### config.mk
export PLATFORM = sky130hd
export DESIGN_NAME = icache
export DESIGN_NICKNAME = d
export VERILOG_FILES = /design/src/rtl/cpu_types_pkg.sv /design/src/rtl/icache.sv
export SDC_FILE = /design/constraint.sdc
export NUM_CORES = 1
export LEC_CHECK = 0
export BUFFER_PORTS_ARGS = -buffer_cell sky130_fd_sc_hd__buf_2
export CAP_MARGIN = 25
export CORE_MARGIN = 1.5
export CORE_UTILIZATION = 50
export DETAILED_ROUTE_END_ITERATION = 10
export PLACE_DENSITY_LB_ADDON = 0.12
export SLEW_MARGIN = 20
export SYNTH_ARGS = -nofsm -noshare
export SYNTH_HDL_FRONTEND = slang
export SYNTH_SLANG_ARGS = --single-unit
### constraint.sdc
create_clock -name CLK -period 10.8 [get_ports CLK]
set_input_delay 3.24 -clock CLK [delete_from_list [all_inputs] [get_ports CLK]]
set_output_delay 3.24 -clock CLK [all_outputs]
set_load 0.01 [all_outputs]
### src/rtl/cpu_types_pkg.sv
// Shared CPU types: word type plus instruction-cache frame and FSM state definitions.
package cpu_types_pkg;

  localparam int unsigned CPU_WORD_W  = 32;
  localparam int unsigned ICACHE_SETS = 16;
  localparam int unsigned IIDX_W      = 4;
  localparam int unsigned ITAG_W      = CPU_WORD_W - 2 - IIDX_W;

  typedef logic [CPU_WORD_W-1:0] word_t;

  typedef enum logic {
    IDLE = 1'b0,
    FILL = 1'b1
  } icache_state_t;

  typedef struct packed {
    logic              valid;
    logic [ITAG_W-1:0] tag;
    word_t             data;
  } icache_frame_t;

endpackage

### src/rtl/icache.sv
// Direct-mapped read-only instruction cache with single-word refill and hit/miss counters.
module icache
  import cpu_types_pkg::*;
#(
  parameter int unsigned SETS   = ICACHE_SETS,
  parameter int unsigned WORD_W = CPU_WORD_W
) (
  input  logic              CLK,
  input  logic              nRST,
  input  logic              imemREN,
  input  logic [WORD_W-1:0] imemaddr,
  input  logic              iflush,
  output logic              ihit,
  output logic [WORD_W-1:0] imemload,
  output logic              iREN,
  output logic [WORD_W-1:0] iaddr,
  input  logic              iwait,
  input  logic [WORD_W-1:0] iload,
  output logic [31:0]       hit_cnt,
  output logic [31:0]       miss_cnt
);

  localparam int unsigned IDX_W = $clog2(SETS);
  localparam int unsigned TAG_W = WORD_W - 2 - IDX_W;

  icache_state_t      state;
  logic [SETS-1:0]    valid_q;
  icache_frame_t      frames [SETS];
  icache_frame_t      cur;
  logic [IDX_W-1:0]   idx;
  logic [IDX_W-1:0]   fill_idx;
  logic [TAG_W-1:0]   tag;
  logic [TAG_W-1:0]   fill_tag;
  logic               lookup_hit;
  logic               hit_c;
  logic               miss_c;
  logic               fill_done;
  logic               unused_low;

  assign unused_low = ^imemaddr[1:0];

  // Lookup against the fetch address; the fill target comes from the latched refill address.
  always_comb begin
    idx        = imemaddr[IDX_W+1:2];
    tag        = imemaddr[WORD_W-1:IDX_W+2];
    fill_idx   = iaddr[IDX_W+1:2];
    fill_tag   = iaddr[WORD_W-1:IDX_W+2];
    cur        = frames[idx];
    lookup_hit = valid_q[idx] & cur.valid & (cur.tag == ITAG_W'(tag));
    hit_c      = (state == IDLE) & imemREN & lookup_hit & ~iflush;
    miss_c     = (state == IDLE) & imemREN & ~lookup_hit & ~iflush;
    fill_done  = (state == FILL) & ~iwait;
    ihit       = hit_c;
    imemload   = hit_c ? WORD_W'(cur.data) : '0;
  end

  // Control FSM, valid vector, refill request and counters.
  always_ff @(posedge CLK or posedge nRST) begin
    if (nRST) begin
      state    <= IDLE;
      valid_q  <= '0;
      iREN     <= 1'b0;
      iaddr    <= '0;
      hit_cnt  <= '0;
      miss_cnt <= '0;
    end else begin
      if (hit_c) hit_cnt <= hit_cnt + 32'd1;
      if (iflush) valid_q <= '0;
      case (state)
        IDLE: begin
          if (miss_c) begin
            state    <= FILL;
            iREN     <= 1'b1;
            iaddr    <= {imemaddr[WORD_W-1:2], 2'b00};
            miss_cnt <= miss_cnt + 32'd1;
          end
        end
        FILL: begin
          if (!iwait) begin
            state <= IDLE;
            iREN  <= 1'b0;
            iaddr <= '0;
            // A flush landing on the completing edge wins over the install.
            if (!iflush) valid_q[fill_idx] <= 1'b1;
          end
        end
        default: state <= IDLE;
      endcase
    end
  end

  // Frame payload needs no reset; valid_q gates every lookup.
  always_ff @(posedge CLK) begin
    if (fill_done && !iflush) begin
      frames[fill_idx] <= '{valid: 1'b1, tag: ITAG_W'(fill_tag), data: CPU_WORD_W'(iload)};
    end
  end

endmodule

# Word level (Yosys, flattened, before mapping)
# Memory sizes are Yosys's and may differ from the RTL's.
# Cells that the tools add are included.
[word_totals]
mem_bits_rw = 928
n_memories = 1
wordCells = 53
reg_bits = 114
[classes]
n_bitwise = 13
n_reduce_logical = 5
n_eq_ne = 3
order_cmp = 3
n_addsub = 2
n_mux = 20
[memory_table]
columns = ["name", "depth", "width", "read_ports", "rd_ports_with_merged_regs", "write_ports", "line", "source"]
rows = [
  ["frames", 16, 58, 1, 0, 1, "icache.sv:28", "icache_frame_t frames [SETS];"],
]
[op_table]
columns = ["operator", "count"]
rows = [
  ["$mux 32", 3],
  ["$add 32x1->32 const B", 2],
  ["$mux 16", 4],
  ["$pmux 32 s2", 1],
  ["$eq 26x26->1", 1],
  ["$or 16x16->16", 1],
  ["$lt 4x5->1 const B", 2],
  ["$mux 1", 8],
  ["$and 1x1->1", 7],
  ["$bmux 1 s4", 1],
  ["$demux 1 s4", 1],
  ["$ge 4x1->1 const B", 1],
  ["$ne 2x2->1 const B", 2],
  ["$not 1->1", 4],
  ["$pmux 1 s2", 2],
  ["$reduce_and 2->1", 2],
  ["$logic_and 1x1->1", 2],
  ["$and 1x1->1 const B", 1],
  ["$logic_not 1->1", 1],
]

# Depth between registers and ports, before layout
[depth]
word_depth = 9
depth_mapped = 16

# Worst setup path after synthesis
# Ideal clock, no wire load.
[synth_timing]
path_type = "input to output"
startpoint = "in imemaddr[2]"
endpoint = "out imemload[22]"
t_arrival_ns = 6.007
setup_slack_ns = 1.553
n_path_buf = 7
stages = 10
path_cell_list = "buf_6 > buf_12 > buf_12 > buf_6 > buf_6 > buf_1 > buf_2 > mux4_2 > mux4_2 > nor2b_1"
[synth_between]
elab_chain_len = 7
elab_cells_between_ends = 9
[synth_rtl]
columns = ["element", "line", "source"]
rows = [
  ["start: declaration", "icache.sv:11", "input logic [WORD_W-1:0] imemaddr,"],
  ["parallel branches: the longest is 6 deep, another holds $mem_v2 16x58", "-", ""],
  ["$mux 32 (*)", "icache.sv:54", "imemload = hit_c ? WORD_W'(cur.data) : '0;"],
  ["end: declaration", "icache.sv:14", "output logic [WORD_W-1:0] imemload,"],
]
# Mark *: on every way between the ends. The select of a mux whose other input is x is not followed.

# Final worst setup path
[layout_timing]
startpoint = "in imemaddr[2]"
endpoint = "out imemload[16]"
# The elaborated chain is that of the path after synthesis.

==> metrics.md <==
| Metric | Value |
|---|---|
| Die area | 83630 um^2 |
| # IOs | about 200 |
| Switching share of total power | 0.2134 |
| Number of flops mapped to enable cells by yosys | between 900 and 1000 |
| Final setup fails | 0 |
| Dominant cells by area after synthesis | edfxtp_1 68%, mux4_2 14%, dfrtp_1 6.8%, mux2i_1 1.6%, xor2_1 0.98% |
| Outcome | finished, final reports clean |
| Worst setup margin | ~0.57 ns |
| Initial core utilization | 0.5068 |
| Via density per instance | between 5 and 6 |
| Die X | about 290 um |
| Worst slack at placement | about 0.56 ns |
| Final wirelength | about 94000 um |
| Layout cells sized above 1 | 0.2985 |
| Fin crit share | 0.9470 |
| Fin. max-slew vios | 0 |
| Yosys reg bits | ~1000 |
| Buf+Inv Stages, Crit Path | 4 |
| Placed Area | between 40000 and 50000 um^2 |
| Initial antenna violation count | 10 |
| Final Skew | approximately 0.019 ns |
| CP delay by family, top | simple AND/OR/NAND/NOR gates |
| Core area | between 80000 and 90000 um^2 |
| Worst Setup Path Type | input pin to output pin |
| Net Sw Power | about 1.8 mW |
| Most frequent CP cell | buf_12 |
| P_int | 6.730 mW |
| Sequential Power Share | 0.536 |
| Clock Sinks | approximately 1000 |
| Clk pwr share | 0.411 |
| Crit Path Max Fanout | 22 |
| Critical Path Start Type | input pin |
| Clock root cell | clkbuf_16 |
| Non-Filler Instances | 3428 |
| Setup TNS | 0 ns |
| Leakage | 16.12 nW |
| Fin area | roughly 47000 um^2 |
| Required @ worst endpoint | 7.56 ns |
| Worst-Margin Slew | around 1 ns |
| Post-synth top cells | 928 x edfxtp_1, 249 x mux4_2, 112 x dfrtp_1 |
| WL/cell | between 20 and 30 um |
| Global-route wire length before repair | around 140000 um |
| Total Routing Usage GR | 0.2286 |
| Pin count of the biggest net entering global routing | 68 |
| Buffers on Ports | a little under 200 |
| Die Y | approximately 290 um |
| Vias in the first global route | around 21000 |
| Final Wtd Congestion | between 0.8 and 0.9 |
| Drt pass-1 iters | 5 |
| DP Cell Count | 3226 |
| Slew margin rel. | 0.3385 |
| Period minus WS final | just over 10 ns |
| Routed via count | around 20000 |
| Worst-path clk slew | around 0.060 ns |
| Total of max-cap violations | 0 |
| Total grt overflow | 0 |
| Syn avg cell area | 20.37 um^2 |
| # hold bufs at CTS | 0 |
| CP max-delay cell | mux4_2 |
| Hold crit path type | register to register |
| Synth unique cells | 60 |
| PD cells | about 180 nW/um^2 |
| DP Wirelength | between 50000 and 60000 um |
| Ys async rst share | 0.1077 |
| Slowest cell delay on critical path | 0.52 ns |
| Post-route DRC | 0 |
| CP arrival | about 7 ns |
| Combinational Power Share | 0.053 |
| Mapped Cells | approximately 2000 |
| Ys Warns | 0 |
| Total power | between 8 and 9 mW |
| Hold Slack | 0.4729 ns |
| Site Rows | roughly 100 |
| RSZ-0062 raised after global routing | no |
| Synthesized area | between 40000 and 50000 um^2 |
| Maximum VDD drop | roughly 0.16 mV |
| Most frequent cell after synthesis | edfxtp_1 |
| Area growth syn-to-layout | 14.30% |
| CP Cell Sequence | buf_8 -> buf_12 -> mux4_2 -> mux2i_1 -> xnor2_1 -> nor4_1 -> nand4_1 -> a211oi_4 -> nand3_4 -> buf_12 -> nor2b_1 -> buf_2 |
| Final ANT Viol Nets | 0 |
| Worst Setup End Kind | output pin |
| Final nets | approximately 2300 |
| Sequential fraction of the synthesis area | 0.7489 |
| Top-area cell type share of the netlist area | 0.6805 |
| H-tree Lvls | 3 |
| Synth area leader | edfxtp_1 |
| Clock Latency Late Sink | roughly 0.65 ns |
| F_max | roughly 98 MHz |
| Main synth FF type | edfxtp_1 |
| TritonCTS clock tree | built |
| Num CTS Buffers | 106 |
| Clk buf depth | 3 |
| Final Util | 0.5792 |
| Setup Buffers After CTS | 0 |
| Cts repair resizes | 0 |
| Fin. Hold Viols | 0 |
| Initial DRC Count | approximately 1700 |
[worst paths after layout]
check | startpoint | to | slack [ns] | cells after the start
min in group asynchronous | nRST | miss_cnt[27] | 2.53 | 2
max reg2reg | frames[14][46] | miss_cnt[1] | 6.77 | 10
max | imemaddr[2] | imemload[16] | 0.57 | 12
min reg2reg | iREN | iREN | 0.47 | 1
min | iREN | iREN | 0.47 | 1
max in group asynchronous | nRST | miss_cnt[11] | 6.97 | 4
[power by group through the flow]
stage / Combinational, mW / Clock [mW] / Sequential, mW
floorplan: 0.269 / 0 / 4.65
global placement: 0.453 / 0 / 4.66
detailed placement: 0.460 / 0 / 4.67
CTS: 0.461 / 3.59 / 4.59
global route: 0.491 / 3.73 / 4.60
finish: 0.452 / 3.52 / 4.59
[placed cells by master (no fill, tap or decap), types with 26 or more instances in the layout]
cell type  netlist  routed
edfxtp_1       928     928
mux2i_1         66      66
xnor2_1         45      45
clkbuf_1        45      26
clkbuf_16        0     108
buf_2           17     191
dfrtp_1        112     112
buf_4            6      60
inv_1           27      26
nor2b_1         35      35
o21ai_0         34      34
mux4_2         249     249
nand2_1         93      93
xor2_1          46      46
[flip-flops by register name, summed over array words and instances, names as in the netlist]
| name | count |
|---|---|
| state | 1 |
| hit_cnt | 32 |
| miss_cnt | 32 |
| iREN | 1 |
| iaddr | 30 |
| frames | 928 |
| valid_q | 16 |
[cell type report]
cell class                      instances  area, um^2
Sequential cell                      1040       30670
Antenna cell                            6       15.01
Fill cell                            5980       34000
Clock buffer                          138        2855
Clock inverter                         57       490.5
Timing Repair Buffer                  259        1572
Tap cell                             1060        1326
Multi-Input combinational cell        840        9768
Inverter                               28       110.1
[layer usage]
metal / global-route usage / wire [um] / up-vias / share of wire
met5: 0 / 69 / - / 0.00074
li1: - / - / 8705 / -
met3: 0.03614 / 5219 / 157 / 0.056
met4: 0.06706 / 2324 / 12 / 0.025
met1: 0.3246 / 39970 / 10806 / 0.43
met2: 0.3699 / 46050 / 581 / 0.49
[cell families after synthesis]
group,Yosys count,synth area share
other cells,1,0.00009157
flops,1040,0.7489
compound gates,114,0.01879
simple gates,310,0.04149
mux,321,0.1547
buf+inv,131,0.01592
xor+xnor,91,0.01946
fa+ha+maj,2,0.0006110
Power figures use the tool's default switching activity.
